File: src/rtl/mdu_pkg.sv
// Shared definitions for the M-extension datapath (multiplier, divider, decode).
// Holds the operand width, the divider state encoding and the common corner constants.
package mdu_pkg;

   localparam int DATA_WIDTH = 32;

   typedef enum logic [1:0] {
      IDLE = 2'd0,
      CALC = 2'd1,
      FIX  = 2'd2,
      DONE = 2'd3
   } div_state_t;

   localparam logic [DATA_WIDTH-1:0] INT_MIN  = 32'h8000_0000;
   localparam logic [DATA_WIDTH-1:0] ALL_ONES = 32'hFFFF_FFFF;

endpackage

File: src/rtl/divider.sv
// Iterative radix-2 restoring divider for DIV/DIVU/REM/REMU.
// Divides magnitudes one quotient bit per cycle, then applies the sign fix-up.
module divider
   import mdu_pkg::*;
(
   input  logic                  clk,
   input  logic                  rst_n,
   input  logic                  start,
   input  logic                  sign,
   input  logic [DATA_WIDTH-1:0] A,
   input  logic [DATA_WIDTH-1:0] B,
   output logic [DATA_WIDTH-1:0] Q,
   output logic [DATA_WIDTH-1:0] R,
   output logic                  busy,
   output logic                  done
);

   div_state_t            state, state_n;
   logic [DATA_WIDTH-1:0] dvd;
   logic [DATA_WIDTH-1:0] dsr;
   logic [DATA_WIDTH-1:0] rem;
   logic [4:0]            cnt;
   logic                  neg_q, neg_r;

   logic                  accept;
   logic                  div_zero;
   logic                  ovf;
   logic                  special;
   logic [DATA_WIDTH-1:0] mag_a, mag_b;
   logic [DATA_WIDTH:0]   rem_sh;
   logic [DATA_WIDTH:0]   diff;
   logic                  ge;
   logic [DATA_WIDTH-1:0] rem_nxt;

   assign accept   = start && (state == IDLE || state == DONE);
   assign div_zero = (B == '0);
   assign ovf      = sign && (A == INT_MIN) && (B == ALL_ONES);
   assign special  = div_zero || ovf;

   // INT_MIN negates to itself, which reads correctly as unsigned 2^31.
   assign mag_a = (sign && A[DATA_WIDTH-1]) ? -A : A;
   assign mag_b = (sign && B[DATA_WIDTH-1]) ? -B : B;

   // rem < dsr always holds, so bit 32 of the difference is exactly the borrow.
   assign rem_sh  = {rem, dvd[DATA_WIDTH-1]};
   assign diff    = rem_sh - {1'b0, dsr};
   assign ge      = ~diff[DATA_WIDTH];
   assign rem_nxt = ge ? diff[DATA_WIDTH-1:0] : rem_sh[DATA_WIDTH-1:0];

   assign busy = (state == CALC) || (state == FIX);
   assign done = (state == DONE);

   // NOTE: sequential state uses non-blocking assignments so every register
   // samples pre-edge values, independent of process ordering.
   always_ff @(posedge clk or negedge rst_n) begin
      if (!rst_n) begin
         state <= IDLE;
      end else begin
         state <= state_n;
      end
   end

   // NOTE: next-state gets its default first so no path leaves it unassigned,
   // which would otherwise infer a latch.
   always_comb begin
      state_n = state;
      unique case (state)
         IDLE, DONE: if (start) state_n = special ? DONE : CALC;
         CALC:       if (cnt == 5'd31) state_n = FIX;
         FIX:        state_n = DONE;
         default:    state_n = IDLE;
      endcase
   end

   always_ff @(posedge clk or negedge rst_n) begin
      if (!rst_n) begin
         dvd   <= '0;
         dsr   <= '0;
         rem   <= '0;
         cnt   <= '0;
         neg_q <= 1'b0;
         neg_r <= 1'b0;
         Q     <= '0;
         R     <= '0;
      end else if (accept) begin
         if (special) begin
            Q <= div_zero ? ALL_ONES : INT_MIN;
            R <= div_zero ? A : '0;
         end else begin
            dvd   <= mag_a;
            dsr   <= mag_b;
            rem   <= '0;
            cnt   <= '0;
            neg_q <= sign & (A[DATA_WIDTH-1] ^ B[DATA_WIDTH-1]);
            neg_r <= sign & A[DATA_WIDTH-1];
         end
      end else if (state == CALC) begin
         rem <= rem_nxt;
         dvd <= {dvd[DATA_WIDTH-2:0], ge};
         cnt <= cnt + 5'd1;
      end else if (state == FIX) begin
         Q <= neg_q ? -dvd : dvd;
         R <= neg_r ? -rem : rem;
      end
   end

endmodule

File: config.mk
export PLATFORM = sky130hd
export DESIGN_NAME = divider
export DESIGN_NICKNAME = d
export VERILOG_FILES = /design/src/rtl/mdu_pkg.sv /design/src/rtl/divider.sv
export SDC_FILE = /design/constraint.sdc
export NUM_CORES = 1
export LEC_CHECK = 0
export BUFFER_PORTS_ARGS = -buffer_cell sky130_fd_sc_hd__buf_2
export CAP_MARGIN = 20
export CELL_PAD_IN_SITES_DETAIL_PLACEMENT = 0
export CELL_PAD_IN_SITES_GLOBAL_PLACEMENT = 1
export CORE_ASPECT_RATIO = 0.5
export CORE_MARGIN = 8
export CORE_UTILIZATION = 45
export DETAILED_ROUTE_END_ITERATION = 12
export PLACE_DENSITY = 0.91
export SLEW_MARGIN = 40
export SYNTH_ARGS = -nofsm -noshare
export SYNTH_HDL_FRONTEND = slang
export SYNTH_SLANG_ARGS = --single-unit
File: constraint.sdc
create_clock -name clk -period 4.2 [get_ports clk]
set_clock_uncertainty 0.1 [all_clocks]
set_input_delay 0.63 -clock clk [delete_from_list [all_inputs] [get_ports clk]]
set_output_delay 0.63 -clock clk [all_outputs]
set_load 0.05 [all_outputs]
==> impl_metrics.toml, run 1 <==
[synth]
synth_edf_count = 0
netlist.top_cell.by_area = "dfrtp_1"
synth_most_common_cell = "nand2_1"
synth-async-reset-ratio_pct = 100
yosys_register_bits = 169
postSynthCellCount = 1442
synth_flop_cell = "dfrtp_1"
sequential_element_share_of_the_synthesized_area_pct = 35.9
syn_area_per_cell_sq_um = 8.16
synth_area_leaders = "dfrtp_1 (36%), o21ai_0 (7.7%), xnor2_1 (7.4%)"
netlist-cell-type-count = 65
netlist.area_leader.share_pct = 35.9
synth_top_cells_by_count = "nand2_1 (209), o21ai_0 (181), dfrtp_1 (169)"
synth.yosys.warnings = 0
synth.net_count = 1554
netlist_area_sq_um = 11800

[grt]
wire_length_of_the_first_global_routing_pass_um = 56800
grt_util_all_layers_pct = 22.1
antenna_found_initial = 1
globalRouteOverflowTotal = 0
grt_max_degree = 87
first_global_vias = 10592

[setup_path]
critical_path_peak_fanout = 71
rr_worst_depth = 13
cp_slowest_stage_delay_ns = 0.61
timing.critical_path.required_ns = 4.41
worst_path_max_delay_cell = "or3_4"
crit_path_cell_trace = "buf_2, inv_1, ha_1, nor2b_1, nand4_1, or3_1, nand2b_1, nor2_1, nor2_4, or3_4, buf_12, nand2_1, o21ai_0"
cp.arrival_ns = 3.79
endpoint_kind = "flop"
critical_path.startpoint_type = "primary input"
worst-setup-path-type = "in -> reg"

[cells_and_area]
area.growth.synth_to_final_pct = 12.8
utilization_pct = 52.2
final_layout_size_suffix_gt1_share_pct = 14.0
layout.filler_cells = 2399
fin_cells = 1883
final_net_count = 1638

[sta]
final_period_minus_worst_setup_slack_ns = 3.57
finalSetupTns_ns = 0
max_slew_margin_pct = 47.8
max_clock_freq_mhz = 280
layout_worst_path_cycle_share_pct = 85.0
timing_max_transition_violations_final = 0
hold_slack_ns = 0.129
timing.final.setup_violations = 0
slew_at_the_pin_with_the_worst_max_slew_slack_ns = 0.783
grt_setup_unrepaired = "no"
final-hold-violation-count = 0

[job]
maxCapViolations = 0

[worst_hold_path]
min-delay-path-class = "in -> async"

[routing]
routed-via-count = 10971
drt_first_iter_violations = 902
routedWlPerCell_um = 18.9
final_antenna_net_count = 0
1st_pass_router_iterations = 6
detail_route.drc_violations = 0
totalWireLength_um = 35600
avgViaCountPerCell = 5.83

[placed_design]
place_congestion = 0.924
place_hpwl_um = 27500
post-place-cells = 1851
io_buffer_count = 133

[clock_network]
clock_sinks = 169
cts.hold.buffers_added = 0
post_cts_buffers = 0
cts-root-buf = "clkbuf_16"
cts_resized = 0
cts.clk_slew.worst_paths_ns = 0.07
cts_made_buffers = 17
h-tree-depth = 4
cts-root-to-sink-buffers = 2
clock_latency_ns = 0.45
tritoncts = "yes"

[power]
vdd_drop_max_uv = 451
cellPowerDensity_nw_per_um2 = 722
p_leak_nw = 5.82

[floorplanning]
ios = 134
chipHeight_um = 130
floorplan.core_area_sq_um = 25400
die_w_um = 245
die_area_sq_um = 31900
rows = 41
initial_utilization_pct = 46.3

[status]
run_status = "finished, final reports clean"
## critical path, delay by kind of cell
| kind | cells | cell delay [ns] |
|---|---|---|
| simple gates | 8 | 2.38 |
| buf+inv | 3 | 0.48 |
| fa+ha+maj | 1 | 0.17 |
| compound gates | 1 | 0.09 |
## metrics by stage
| stage | setup WS (ns) | cell area, sq um | power [mW] |
|---|---|---|---|
| 6_report | 0.629 | 13300 | 9.59 |
| 5_1_grt | 0.405 | 13300 | 10.3 |
| 4_1_cts | 0.663 | 13300 | 9.62 |
| 3_5_place_dp | 0.219 | 12700 | 8.06 |
| 3_3_place_gp | 0.282 | 12700 | 7.88 |
| 2_1_floorplan | 0.803 | 11800 | 6.75 |
## metal layers
layer / up-vias / GRT usage (%) / routed length [um]
li1: 5339 / - / -
met1: 5268 / 29.8 / 16600
met2: 314 / 35.8 / 16400
met3: 50 / 4.24 / 1800
met4: 0 / 6.98 / 743
met5: - / 0 / 0
## registers in the layout (all words and copies together), names as in the netlist, 2 cells and up
register	count
Q	32
R	32
cnt	5
dsr	32
dvd	32
rem	32
state	2
## layout by cell type, fill, tap and decap left out, drive strengths merged, types with 32 or more instances in the layout
cell type	instances
nor2	91
nand3	32
a21oi	88
a22oi	32
dfrtp	169
nand2	210
ha	43
o31ai	32
inv	51
xnor2	99
xor2	46
o21ai	203
buf	155
## cell families after synthesis
family / after synthesis / share of synthesized area (%)
AO/OA/AOI/OAI: 466 / 23.9
AND/OR/NAND/NOR: 457 / 18.1
flip-flops: 169 / 35.9
XOR/XNOR: 145 / 10.8
buffers and inverters: 141 / 4.85
adder cells (fa/ha/maj): 44 / 4.74
multiplexers: 20 / 1.72
## area by class of cell
class,instances,area (sq um),share of cell area [%]
flip-flops and latches,169,4230,31.9
clock buffers,22,474,3.57
multi-input cells,1132,7000,52.7
diodes,1,2.50,0.0188
well taps,344,430,3.24
inverters,50,188,1.41
repair buffers,156,860,6.47
clock inverters,9,92.6,0.697
## report_power, final
group | internal [mW] | leakage (nW) | switching, mW
sequential | 2.24 | 2.20 | 0.528
clock | 0.862 | 0.269 | 0.673
combinational | 1.64 | 3.35 | 3.66
total | 4.74 | 5.82 | 4.86
## worst paths after layout
| kind | start | to | slack (ns) |
|---|---|---|---|
| max | A[0] | Q[2] | 0.63 |
| min | rst_n | rem[5] | 0.13 |
| max reg2reg | dvd[31] | rem[17] | 0.66 |
| min reg2reg | Q[9] | Q[9] | 0.38 |
| max in group asynchronous | rst_n | neg_r | 3.00 |
| min in group clk | Q[9] | Q[9] | 0.38 |
Power figures use the tool's default switching activity.
==> run 2, diff against run 1 <==
--- a/config.mk
+++ b/config.mk
@@ -11,9 +11,10 @@
 export CELL_PAD_IN_SITES_GLOBAL_PLACEMENT = 1
 export CORE_ASPECT_RATIO = 0.5
 export CORE_MARGIN = 8
-export CORE_UTILIZATION = 45
+export CORE_UTILIZATION = 46
+export CTS_BUF_LIST = sky130_fd_sc_hd__clkbuf_4
 export DETAILED_ROUTE_END_ITERATION = 12
-export PLACE_DENSITY = 0.91
+export PLACE_DENSITY = 0.92
 export SLEW_MARGIN = 40
 export SYNTH_ARGS = -nofsm -noshare
 export SYNTH_HDL_FRONTEND = slang
==> constraint.sdc (replaced) <==
create_clock -name clk -period 4.2 [get_ports clk]
set_clock_uncertainty 0.1 [all_clocks]
set_input_delay 0.63 -clock clk [delete_from_list [all_inputs] [get_ports clk]]
set_output_delay 0.63 -clock clk [all_outputs]
set_load 0.01 [all_outputs]
==> run 2 against run 1 <==
- maximum frequency down 7.1%
- global-route usage increased by 0.36 points
- first-iteration DRC count grew 27%
- wire length grew 1.8%
- total power decreased by 15%
- combinational power decreased by 16%
==> impl_metrics.toml, run 2 (synthesis results as in run 1) <==
[status]
run_status = "finished, final reports clean"

[sta]
timing.final.setup_violations = 0
final-hold-violation-count = 0
final_period_minus_worst_setup_slack_ns = 3.84
slew_at_the_pin_with_the_worst_max_slew_slack_ns = 0.827
max_clock_freq_mhz = 260
timing_max_transition_violations_final = 0
grt_setup_unrepaired = "no"
max_slew_margin_pct = 44.6
finalSetupTns_ns = 0
layout_worst_path_cycle_share_pct = 91.5

[grt]
grt_util_all_layers_pct = 22.5
globalRouteOverflowTotal = 0
met2_routing_resource_usage_after_global_routing_pct = 36.2
antenna_found_initial = 4
most_heavily_used_metal_layer_in_global_routing = "met2"
first_global_vias = 10530
grt_max_degree = 91
wire_length_of_the_first_global_routing_pass_um = 56900
met3_usage_pct = 4.11
global_routing_met1_resource_utilization_pct = 30.4

[routing]
routedWlPerCell_um = 19.2
detail_route.drc_violations = 0
1st_pass_router_iterations = 7
totalWireLength_um = 36200
avgViaCountPerCell = 5.92
drt_first_iter_violations = 1143
final_antenna_net_count = 0
routed-via-count = 11195

[clock_network]
cts_made_buffers = 17
cts_resized = 0
cts-root-buf = "clkbuf_4"
cts.clk_slew.worst_paths_ns = 0.15
clock_sinks = 169
clock_latency_ns = 0.64
cts-root-to-sink-buffers = 2
tritoncts = "yes"
h-tree-depth = 4

[setup_path]
critical_path_peak_fanout = 12
rr_worst_depth = 11
worstPathBufferInverterCount = 1
cp_slowest_stage_delay_ns = 0.68
cp_top_family = "compound AO/OA/AOI/OAI gates"
cpMostUsedCell = "nor2_1"
rrSetupSlack_ns = 0.36
timing.critical_path.required_ns = 4.58
worst_path_max_delay_cell = "xnor2_2"
timing.rr.start = "rem[24]"
cp.arrival_ns = 4.23
worst-setup-path-type = "reg -> reg"
crit_path_cell_trace = "ha_1, a21o_1, nor2_1, nor2_1, nor4_1, o41ai_1, a31oi_1, xnor2_2, buf_4, mux2i_1, o22ai_1"
endpoint_kind = "flop"
critical_path.startpoint_type = "flop"
critical_path.reg2reg.endpoint = "rem[22]"

[power]
vdd_drop_max_uv = 351
p_leak_nw = 5.73
cellPowerDensity_nw_per_um2 = 624

[cells_and_area]
final_net_count = 1643
utilization_pct = 51.9
layout.filler_cells = 2397
multi_input_comb_area_sq_um = 7000
final_common_cell = "nand2_1"
final_layout_size_suffix_gt1_share_pct = 14.3
mostFrequentLayoutCells = "nand2_1 (208), o21ai_0 (181), dfrtp_1 (167)"
sequential_cell_area_sq_um = 4230
area.growth.synth_to_final_pct = 11.1

[placed_design]
io_buffer_count = 133
place_hpwl_um = 27800
place_congestion = 1.00

[floorplanning]
chipHeight_um = 129
die_area_sq_um = 31300
floorplan.core_area_sq_um = 25200
initial_utilization_pct = 46.7
rows = 41
die_w_um = 242
ios = 134

[job]
maxCapViolations = 0

[worst_hold_path]
worst_hold_path.endpoint = "R[1]"
min-delay-path-class = "in -> reg"
hold_path_startpoint = "A[1]"
worst_hold_path.num_cells = 3
[run 2: through the flow]
stage	area, sq um	hold slack, ns	cells	total power [mW]	setup slack [ns]
after floorplan	11800	0.234	1442	5.89	0.814
after global placement	12700	0.358	1854	7.05	0.413
after detailed placement	12700	0.367	1854	7.19	0.291
after CTS	13000	0.168	1886	8.18	0.405
after global routing	13100	0.201	1890	8.88	0.236
final	13100	0.217	1890	8.16	0.357
[run 2: cell type report]
cell class | instances | share of cell area, %
multi-input combinational | 1132 | 53.5
clock inverter | 12 | 1.07
timing repair buffer | 161 | 7.13
sequential | 169 | 32.4
inverter | 50 | 1.44
tap | 344 | 3.29
antenna | 3 | 0.0574
clock buffer | 19 | 1.09
[run 2: what timing repair did]
item | 4_1_cts | 5_1_grt
hold endpoints to repair | 84 | 0
setup buffers | 0 | 0
hold buffers | 1 | 0
[run 2: worst max-delay path by stage]
stage                     startpoint      end  slack [ns]  cells past startpoint
after floorplan                B[14]    Q[11]        0.81                     12
after global placement       rem[24]   rem[8]        0.41                     10
after detailed placement       B[14]    Q[30]        0.29                     11
after CTS                    rem[24]  rem[11]        0.41                     11
after global routing         rem[24]  rem[22]        0.24                     11
final                        rem[24]  rem[22]        0.36                     11
[run 2: layer usage]
layer | vias up | wire length [um]
li1 | 5352 | -
met1 | 5397 | 16500
met2 | 381 | 16600
met3 | 65 | 2260
met4 | 0 | 842
met5 | - | 0
[run 2: report_power, final]
group / switching [mW] / leakage (nW) / internal, mW / total, mW
Sequential: 0.514 / 2.20 / 2.23 / 2.74
Clock: 0.618 / 0.146 / 0.370 / 0.988
Combinational: 2.79 / 3.38 / 1.64 / 4.43
[run 2: worst register-to-register path: cells and delay by family (launching register included)]
kind	cells	cell delay [ns]
simple gates	3	0.38
compound gates	4	0.96
mux	1	0.19
fa+ha+maj	1	0.56
flops	1	0.55
buf+inv	1	0.29
xor+xnor	1	0.68
==> run 3, diff against run 2 <==
--- a/config.mk
+++ b/config.mk
@@ -5,7 +5,6 @@
 export SDC_FILE = /design/constraint.sdc
 export NUM_CORES = 1
 export LEC_CHECK = 0
-export BUFFER_PORTS_ARGS = -buffer_cell sky130_fd_sc_hd__buf_2
 export CAP_MARGIN = 20
 export CELL_PAD_IN_SITES_DETAIL_PLACEMENT = 0
 export CELL_PAD_IN_SITES_GLOBAL_PLACEMENT = 1
@@ -14,7 +13,8 @@
 export CORE_UTILIZATION = 46
 export CTS_BUF_LIST = sky130_fd_sc_hd__clkbuf_4
 export DETAILED_ROUTE_END_ITERATION = 12
-export PLACE_DENSITY = 0.92
+export DONT_BUFFER_PORTS = 1
+export PLACE_DENSITY = 0.86
 export SLEW_MARGIN = 40
 export SYNTH_ARGS = -nofsm -noshare
 export SYNTH_HDL_FRONTEND = slang
==> run 3 against run 2 <==
- the run now ends with negative hold slack left
- cell area fell by 5.9%
- critical endpoint is now rem[10]
- first-iteration DRC count fell by 14%
- sequential cell count did not move
- sequential share of layout area rose by 2.0 points
- sequential power rose by 7.3%
- combinational power fell by 13%
- clock-buffer cell count did not move
==> impl_metrics.toml, run 3 (synthesis results as in run 1) <==
[status]
run_status = "complete, but fails checks"
violations_in_the_final_reports = "negative hold slack"

[clock_network]
cts-root-buf = "clkbuf_4"
tritoncts = "yes"
post_cts_buffers = 0
clock_latency_ns = 0.64
clock_sinks = 169
cts_made_buffers = 17
cts.hold.buffers_added = 3
h-tree-depth = 4
cts-root-to-sink-buffers = 2
cts.clk_slew.worst_paths_ns = 0.16
cts_resized = 0

[grt]
first_global_vias = 9641
grt_util_all_layers_pct = 22.1
globalRouteOverflowTotal = 0
wire_length_of_the_first_global_routing_pass_um = 55500
grt_max_degree = 170
antenna_found_initial = 1

[sta]
final_period_minus_worst_setup_slack_ns = 3.83
max_slew_margin_pct = 46.6
final-hold-violation-count = 169
slew_at_the_pin_with_the_worst_max_slew_slack_ns = 0.801
final_worst_setup_slack_ns = 0.366
layout_worst_path_cycle_share_pct = 91.3
grt_setup_unrepaired = "no"
timing.final.setup_violations = 0
finalSetupTns_ns = 0
max_clock_freq_mhz = 261
hold_slack_ns = -0.414
timing_max_transition_violations_final = 0

[cells_and_area]
mostFrequentLayoutCells = "nand2_1 (208), o21ai_0 (181), dfrtp_1 (167)"
final_common_cell = "nand2_1"
final_net_count = 1505
final_layout_size_suffix_gt1_share_pct = 5.63
area.growth.synth_to_final_pct = 4.51
finalInstanceArea_sq_um = 12300
fin_cells = 1749

[setup_path]
rr_worst_depth = 11
rrSetupSlack_ns = 0.37
critical_path.startpoint_type = "flop"
cp.arrival_ns = 4.22
critical_path.reg2reg.endpoint = "rem[10]"
worst-setup-path-type = "reg -> reg"
timing.rr.start = "rem[12]"
endpoint_kind = "flop"
timing.critical_path.required_ns = 4.59
critical_path_peak_fanout = 14

[floorplanning]
rows = 41
die_area_sq_um = 31300
ios = 134
chipHeight_um = 129
die_w_um = 242
floorplan.core_area_sq_um = 25200
initial_utilization_pct = 46.7

[routing]
final_antenna_net_count = 0
routedWlPerCell_um = 19.9
1st_pass_router_iterations = 6
totalWireLength_um = 34900
avgViaCountPerCell = 5.93
drt_first_iter_violations = 988
detail_route.drc_violations = 0
routed-via-count = 10380

[placed_design]
dpl_cell_area_sq_um = 12000
place_hpwl_um = 26600
io_buffer_count = 0
pre_cts_slack_ns = 0.387
post-place-cells = 1715
place_congestion = 0.910

[job]
maxCapViolations = 0

[power]
p_leak_nw = 5.08
vdd_drop_max_uv = 340
cellPowerDensity_nw_per_um2 = 626

[worst_hold_path]
min-delay-path-class = "in -> async"
[run 3: cell types whose count changed in the layout (fill, tap and decap cells not counted), moves of 2 or more]
cell	before	now
diode_2	3	1
buf_4	24	18
dlygate4sd3_1	1	3
inv_6	4	2
buf_2	132	0
[run 3: routing by layer]
layer	track usage [%]	vias up	share of wire (%)	routed length, um
met2	35.0	305	45	15700
met5	0	-	0	0
met4	6.57	0	2.4	825
met3	4.91	48	6.0	2080
met1	30.3	4964	47	16300
li1	-	5063	-	-
[run 3: metrics by stage]
stage / utilization [%] / power (mW)
floorplan: - / 5.89
global placement: 47.6 / 6.66
detailed placement: 47.7 / 6.82
CTS: 48.8 / 7.73
global route: 48.8 / 8.39
finish: 48.8 / 7.69
[run 3: worst max-delay path by stage]
stage               endpoint    start  slack [ns]
floorplan              Q[11]    B[14]        0.81
detailed placement      R[3]    B[14]        0.39
finish               rem[10]  rem[12]        0.37
global placement        Q[6]    B[14]        0.41
global route          rem[9]  dvd[31]        0.11
CTS                  rem[10]  dvd[31]        0.39
[run 3: power breakdown]
group / switching, mW / internal (mW)
logic: 2.42 / 1.43
registers: 0.711 / 2.23
clock network: 0.604 / 0.299
[run 3: area by class of cell]
| type | count | area, sq um |
|---|---|---|
| fill | 2416 | 12900 |
| clock inverter | 11 | 100 |
| tap | 344 | 430 |
| sequential | 169 | 4230 |
| timing repair buffer | 23 | 205 |
| clock buffer | 19 | 143 |
| antenna | 1 | 2.50 |
| inverter | 50 | 188 |
| multi-input combinational | 1132 | 7000 |
[run 3: worst max-delay path, cell delays in order, from the launching register on]
cell and delay, ns:
dfrtp_1 0.51, ha_1 0.51, a211o_1 0.19, nand2_1 0.06, a221oi_1 0.50, o2111ai_1 0.17
nand3_1 0.19, a31oi_1 0.21, xnor2_2 0.54, buf_4 0.38, mux2i_1 0.22, o22ai_1 0.10
